**config.mk**
```make
export PLATFORM = sky130hd
export DESIGN_NAME = uart_tx_arbiter
export DESIGN_NICKNAME = d
export VERILOG_FILES = /design/src/rtl/uart_tx_arbiter.sv
export SDC_FILE = /design/constraint.sdc
export NUM_CORES = 1
export LEC_CHECK = 0
export BUFFER_PORTS_ARGS = -buffer_cell sky130_fd_sc_hd__buf_2
export CORE_AREA = 3 3 69 71
export CTS_CLUSTER_SIZE = 40
export DETAILED_ROUTE_END_ITERATION = 8
export DIE_AREA = 0 0 72 74
export PLACE_DENSITY = 0.85
export SLEW_MARGIN = 20
export SYNTH_ARGS = -nofsm -noshare
export SYNTH_HDL_FRONTEND = slang
export SYNTH_SLANG_ARGS = --single-unit
```
**constraint.sdc**
```tcl
create_clock -name clk_i -period 3.1 [get_ports clk_i]
set_input_delay 0.31 -clock clk_i [delete_from_list [all_inputs] [get_ports clk_i]]
set_output_delay 0.31 -clock clk_i [all_outputs]
set_load 0.02 [all_outputs]
```
**src/rtl/uart_tx_arbiter.sv**
```systemverilog
// uart_tx_arbiter
// Shares one UART transmit byte interface (tx_data / write strobe / busy) between
// NUM_REQ byte producers. Round-robin arbitration picks an owner in IDLE. The owner
// may keep its grant for a locked multi-byte message of up to MAX_BURST bytes. Each
// byte is issued, then the block waits for busy to rise and then to fall. If busy
// never rises within BUSY_WAIT_MAX cycles, the byte is abandoned with a timeout pulse.

module uart_tx_arbiter #(
    parameter int NUM_REQ       = 4,
    parameter int BUSY_WAIT_MAX = 16,
    parameter int MAX_BURST     = 16
) (
    input  logic                   clk_i,
    input  logic                   reset_i,
    input  logic                   enable_i,
    input  logic [NUM_REQ-1:0]     req_valid_i,
    input  logic [NUM_REQ*8-1:0]   req_data_i,
    input  logic [NUM_REQ-1:0]     req_lock_i,
    output logic [NUM_REQ-1:0]     req_ready_o,
    output logic [NUM_REQ-1:0]     grant_o,
    output logic [7:0]             tx_data_o,
    output logic                   tx_data_write_en_o,
    input  logic                   tx_busy_i,
    output logic                   active_o,
    output logic                   timeout_o
);

    localparam int IDX_W   = (NUM_REQ > 1) ? $clog2(NUM_REQ) : 1;
    localparam int WAIT_W  = $clog2(BUSY_WAIT_MAX + 1);
    localparam int BURST_W = (MAX_BURST > 1) ? $clog2(MAX_BURST) : 1;

    localparam logic [IDX_W-1:0]   LAST_IDX   = IDX_W'(NUM_REQ - 1);
    localparam logic [WAIT_W-1:0]  WAIT_LAST  = WAIT_W'(BUSY_WAIT_MAX - 1);
    localparam logic [BURST_W-1:0] BURST_LAST = BURST_W'(MAX_BURST - 1);

    localparam logic [1:0] ST_IDLE      = 2'd0;
    localparam logic [1:0] ST_ISSUE     = 2'd1;
    localparam logic [1:0] ST_WAIT_BUSY = 2'd2;
    localparam logic [1:0] ST_WAIT_DONE = 2'd3;

    logic [1:0]         state_q,     state_d;
    logic [IDX_W-1:0]   rr_ptr_q,    rr_ptr_d;
    logic [IDX_W-1:0]   gnt_idx_q,   gnt_idx_d;
    logic [BURST_W-1:0] burst_cnt_q, burst_cnt_d;
    logic [WAIT_W-1:0]  wait_cnt_q,  wait_cnt_d;
    logic [7:0]         tx_data_q,   tx_data_d;

    logic [IDX_W-1:0]   pick_idx;
    logic [IDX_W-1:0]   gnt_next_ptr;
    logic [NUM_REQ-1:0] gnt_onehot;
    logic               busy_timeout;
    logic               byte_done;
    logic               burst_continue;
    logic               can_start;

    // First requester with valid set, scanning upward from ptr and wrapping at NUM_REQ.
    function automatic logic [IDX_W-1:0] rr_pick(input logic [NUM_REQ-1:0] valid,
                                                 input logic [IDX_W-1:0]   ptr);
        logic [IDX_W-1:0] idx;
        logic [IDX_W-1:0] res;
        logic             found;
        idx   = ptr;
        res   = ptr;
        found = 1'b0;
        for (int i = 0; i < NUM_REQ; i++) begin
            if (!found && valid[idx]) begin
                found = 1'b1;
                res   = idx;
            end
            idx = (idx == LAST_IDX) ? '0 : idx + IDX_W'(1);
        end
        return res;
    endfunction

    // Arbitration result, byte-completion conditions and burst continuation decode.
    always_comb begin
        pick_idx       = rr_pick(req_valid_i, rr_ptr_q);
        gnt_next_ptr   = (gnt_idx_q == LAST_IDX) ? '0 : gnt_idx_q + IDX_W'(1);
        can_start      = enable_i && (|req_valid_i) && !tx_busy_i;
        busy_timeout   = (state_q == ST_WAIT_BUSY) && !tx_busy_i && (wait_cnt_q == WAIT_LAST);
        byte_done      = busy_timeout || ((state_q == ST_WAIT_DONE) && !tx_busy_i);
        burst_continue = req_lock_i[gnt_idx_q] && req_valid_i[gnt_idx_q] &&
                         (burst_cnt_q < BURST_LAST);
    end

    // Next-state logic for the byte sequencer.
    always_comb begin
        state_d     = state_q;
        rr_ptr_d    = rr_ptr_q;
        gnt_idx_d   = gnt_idx_q;
        burst_cnt_d = burst_cnt_q;
        wait_cnt_d  = wait_cnt_q;
        tx_data_d   = tx_data_q;

        case (state_q)
            ST_IDLE: begin
                if (can_start) begin
                    gnt_idx_d   = pick_idx;
                    tx_data_d   = req_data_i[{pick_idx, 3'b000} +: 8];
                    burst_cnt_d = '0;
                    state_d     = ST_ISSUE;
                end
            end
            ST_ISSUE: begin
                wait_cnt_d = '0;
                state_d    = ST_WAIT_BUSY;
            end
            ST_WAIT_BUSY: begin
                if (tx_busy_i) begin
                    state_d = ST_WAIT_DONE;
                end else if (!busy_timeout) begin
                    wait_cnt_d = wait_cnt_q + WAIT_W'(1);
                end
            end
            ST_WAIT_DONE: begin
                state_d = ST_WAIT_DONE;
            end
            default: begin
                state_d = ST_IDLE;
            end
        endcase

        // A finished (or abandoned) byte either continues the locked message or
        // releases the grant and moves the round-robin pointer past the owner.
        if (byte_done) begin
            if (burst_continue) begin
                tx_data_d   = req_data_i[{gnt_idx_q, 3'b000} +: 8];
                burst_cnt_d = burst_cnt_q + BURST_W'(1);
                state_d     = ST_ISSUE;
            end else begin
                rr_ptr_d = gnt_next_ptr;
                state_d  = ST_IDLE;
            end
        end
    end

    // State and datapath registers with synchronous reset.
    always_ff @(posedge clk_i) begin
        if (reset_i) begin
            state_q     <= ST_IDLE;
            rr_ptr_q    <= '0;
            gnt_idx_q   <= '0;
            burst_cnt_q <= '0;
            wait_cnt_q  <= '0;
            tx_data_q   <= 8'h00;
        end else begin
            state_q     <= state_d;
            rr_ptr_q    <= rr_ptr_d;
            gnt_idx_q   <= gnt_idx_d;
            burst_cnt_q <= burst_cnt_d;
            wait_cnt_q  <= wait_cnt_d;
            tx_data_q   <= tx_data_d;
        end
    end

    // Output decode from the registered state; timeout is the abandon condition itself.
    always_comb begin
        gnt_onehot         = NUM_REQ'(1) << gnt_idx_q;
        active_o           = (state_q != ST_IDLE);
        grant_o            = active_o ? gnt_onehot : '0;
        tx_data_write_en_o = (state_q == ST_ISSUE);
        req_ready_o        = tx_data_write_en_o ? gnt_onehot : '0;
        timeout_o          = busy_timeout;
        tx_data_o          = tx_data_q;
    end

endmodule

```
==> metrics.txt <==
Hold Slack=0.371 ns; count of buffers added by post-CTS timing repair for setup=0; final period demand of the worst path=2.83 ns; port bufs=62; met2 layer usage reported by global route=35.6%; source-to-sink clock delay at the later pin of the worst-skew pair=0.27 ns; CTS clk-pin slew, worst paths=0.09 ns; chip width=72 um; Synth Register Bits=23; unrepaired setup endpoints after global routing=false; Final #Nets=372; top post-synthesis cells by area=sky130_fd_sc_hd__dfxtp_1, sky130_fd_sc_hd__mux4_2, sky130_fd_sc_hd__ha_1; antenna violations before repair=0; cell type with the highest aggregate area in the netlist=sky130_fd_sc_hd__dfxtp_1; worst vdd ir=0.219 mV; cell count after synthesis=258; cell depth of the worst hold path=3; maximum buffer depth of the clock tree=2; Min-Delay Endpoint=tx_data_o[7]; wire length of the first global-routing pass=9110 um; last weighted congestion value of the routability-driven placer=0.848; die area=0.00533 sq mm; number of failing hold endpoints at the final stage=0; drt pass-1 iters=4; layout overhead on the synthesized area=15.8%; Least-Margin Pin Slew=0.778 ns; total track usage=21.0%; share of the synthesized area in the top cell type=20.7%; Post-synth ARST share=0%; total count of max-transition violations in the final report=0; Die Y=74 um; global routing met3 resource utilization=2.97%; pin count of the biggest net entering global routing=24; part of the cycle the worst path needs=91.2%; Worst Reg-to-Reg Cells=8; DRC violations left=0; predominant post-synthesis flop cell=sky130_fd_sc_hd__dfxtp_1; detailed-route wire length per cell=15.4 um; Final HPWL DP=4220 um; Hold Path Origin=req_data_i[23]; count of nets left with antenna violations after detail routing=0; via density per instance=6.09; syn_nets=315; headroom to the max-slew limit=48.0%; total via count in the routed design=2,229; CP Launch Type=flip-flop; sink count of the clock tree=23; per-instance average area after synthesis=8.63 sq um; beginning of the worst register-to-register path=rr_ptr_q[1]; top library cells by usage in the layout, fill and taps aside=sky130_fd_sc_hd__buf_2, sky130_fd_sc_hd__nor2_1, sky130_fd_sc_hd__dfxtp_1, sky130_fd_sc_hd__inv_1; type of destination of the critical path=flip-flop; maximum clock skew at final layout=0.00511 ns; total placed instance area=0.00252 sq mm; Congestion Overflow GR=0; count of endpoints failing setup in the final report=0; terminus of the critical flop-to-flop path=tx_data_o[3]; largest driver fanout on the critical path=14; Inserted Clock Buffers=3; worst setup slack for register-to-register paths=0.27 ns; required time of the critical path=3.30 ns; result of the run=finished, final reports clean; ant diodes=0; IO Count=63; buffer cell driving the clock tree root=sky130_fd_sc_hd__clkbuf_8; Post-Synthesis Cell Area=0.00223 sq mm; starting utilization of the core area=51.9%; Core Rows=24; Min-Delay Path Class=input port to flip-flop; level count of the clock H-tree=1; startpoint-to-endpoint class of the critical path=flip-flop to flip-flop; Static Leak=1.13 nW; Routed Wire Length=5650 um; TritonCTS clock tree=yes; number of distinct standard cells referenced by the synthesized netlist=58; Worst Setup SP=rr_ptr_q[1]; final standard cell area without fillers=0.00258 sq mm; number of max-cap violations=0; areal power density over the cells=535 mW/mm^2; starting DRC count in detailed routing=117; placeable core area=0.00429 sq mm; Top Usage Layer GRT=met2; M1 GR Usage=27.0%; via count of the first global-routing pass=2,078; Max Clock Freq=354 MHz; Synth Warn #=0; final sum of negative setup slack=0 ns; number of synthesized flops with an enable pin=0; data arrival at the endpoint of the critical path=3.03 ns; post-synthesis sequential area ratio=20.7%; leading cell type in the layout, fill and taps excluded=sky130_fd_sc_hd__buf_2; share of final-layout standard cells stronger than drive strength 1=31.5%
## metrics by stage
| step | utilization [%] | setup slack [ns] | power (mW) | std cells |
|---|---|---|---|---|
| after floorplan | - | 0.609 | 0.993 | 258 |
| after global placement | 58.7 | 0.330 | 1.15 | 362 |
| after detailed placement | 58.7 | 0.168 | 1.18 | 362 |
| after CTS | 59.8 | 0.181 | 1.38 | 366 |
| after global routing | 60.1 | 0.101 | 1.48 | 366 |
| final | 60.1 | 0.274 | 1.38 | 366 |
## how the worst max path moves through the flow
stage                              end  slack, ns  cells after the start
after floorplan           tx_data_o[0]       0.61                     11
after global placement    tx_data_o[4]       0.33                      8
after detailed placement  tx_data_o[2]       0.17                      8
after CTS                 tx_data_o[2]       0.18                      8
after global routing      tx_data_o[7]       0.10                      9
final                     tx_data_o[3]       0.27                      8
## worst max-delay path, cell delays in order (launching register included)
cell and delay (ns):
sky130_fd_sc_hd__dfxtp_2 0.38, sky130_fd_sc_hd__ha_1 0.56, sky130_fd_sc_hd__mux4_1 0.65, sky130_fd_sc_hd__inv_1 0.12
sky130_fd_sc_hd__a32o_2 0.29, sky130_fd_sc_hd__a22o_1 0.17, sky130_fd_sc_hd__buf_4 0.22, sky130_fd_sc_hd__o2111ai_1 0.16
sky130_fd_sc_hd__a41oi_1 0.20
## layout make-up
type / count / area [sq um]
fill: 409 / 1720
multi-input combinational: 199 / 1570
sequential: 23 / 462
timing repair buffer: 67 / 348
inverter: 21 / 81.3
tap: 52 / 65.1
clock buffer: 3 / 41.3
clock inverter: 1 / 7.51
## flip-flops by register name, indices dropped and copies added, names as in the netlist
| signal | flops |
|---|---|
| burst_cnt_q | 4 |
| tx_data_o | 8 |
| rr_ptr_q | 2 |
| state_q | 2 |
| wait_cnt_q | 5 |
| gnt_idx_q | 2 |
## power by group
group | total [mW] | leakage (nW) | internal [mW] | switching (mW)
Sequential | 0.402 | 0.188 | 0.350 | 0.0512
Combinational | 0.778 | 0.921 | 0.328 | 0.451
Clock | 0.201 | 0.0217 | 0.0913 | 0.109
## synthesized netlist by cell type (3+ instances only)
master	n
sky130_fd_sc_hd__and3_1	7
sky130_fd_sc_hd__xnor2_1	3
sky130_fd_sc_hd__clkbuf_1	3
sky130_fd_sc_hd__mux4_2	9
sky130_fd_sc_hd__a21oi_1	9
sky130_fd_sc_hd__ha_1	13
sky130_fd_sc_hd__nand3_1	3
sky130_fd_sc_hd__a211oi_1	16
sky130_fd_sc_hd__o21ai_0	4
sky130_fd_sc_hd__buf_4	5
sky130_fd_sc_hd__nor2b_1	6
sky130_fd_sc_hd__dfxtp_1	23
sky130_fd_sc_hd__nor2_1	32
sky130_fd_sc_hd__a32o_2	3
sky130_fd_sc_hd__a211o_1	6
sky130_fd_sc_hd__nor3b_1	4
sky130_fd_sc_hd__nand2_1	16
sky130_fd_sc_hd__or3_1	4
sky130_fd_sc_hd__and2_1	4
sky130_fd_sc_hd__mux2i_1	10
sky130_fd_sc_hd__buf_6	4
sky130_fd_sc_hd__a221oi_1	7
sky130_fd_sc_hd__inv_1	19
## kinds of logic after synthesis
family | synth area share, %
compound gates | 26.5
buf+inv | 8.99
fa+ha+maj | 7.30
flops | 20.7
xor+xnor | 1.97
mux | 15.4
simple gates | 19.1
## what timing repair did
| action | in CTS | in global routing |
|---|---|---|
| gates resized for setup | 0 | 3 |
| endpoints found under the setup margin | 0 | 8 |
| hold buffers | 0 | 0 |
## metal layers
| metal | wire, um | up-vias |
|---|---|---|
| li1 | - | 1076 |
| met1 | 2510 | 1048 |
| met2 | 2650 | 92 |
| met3 | 381 | 13 |
| met4 | 114 | 0 |
| met5 | 0 | - |
No activity file was read; power rests on OpenSTA's default activity.
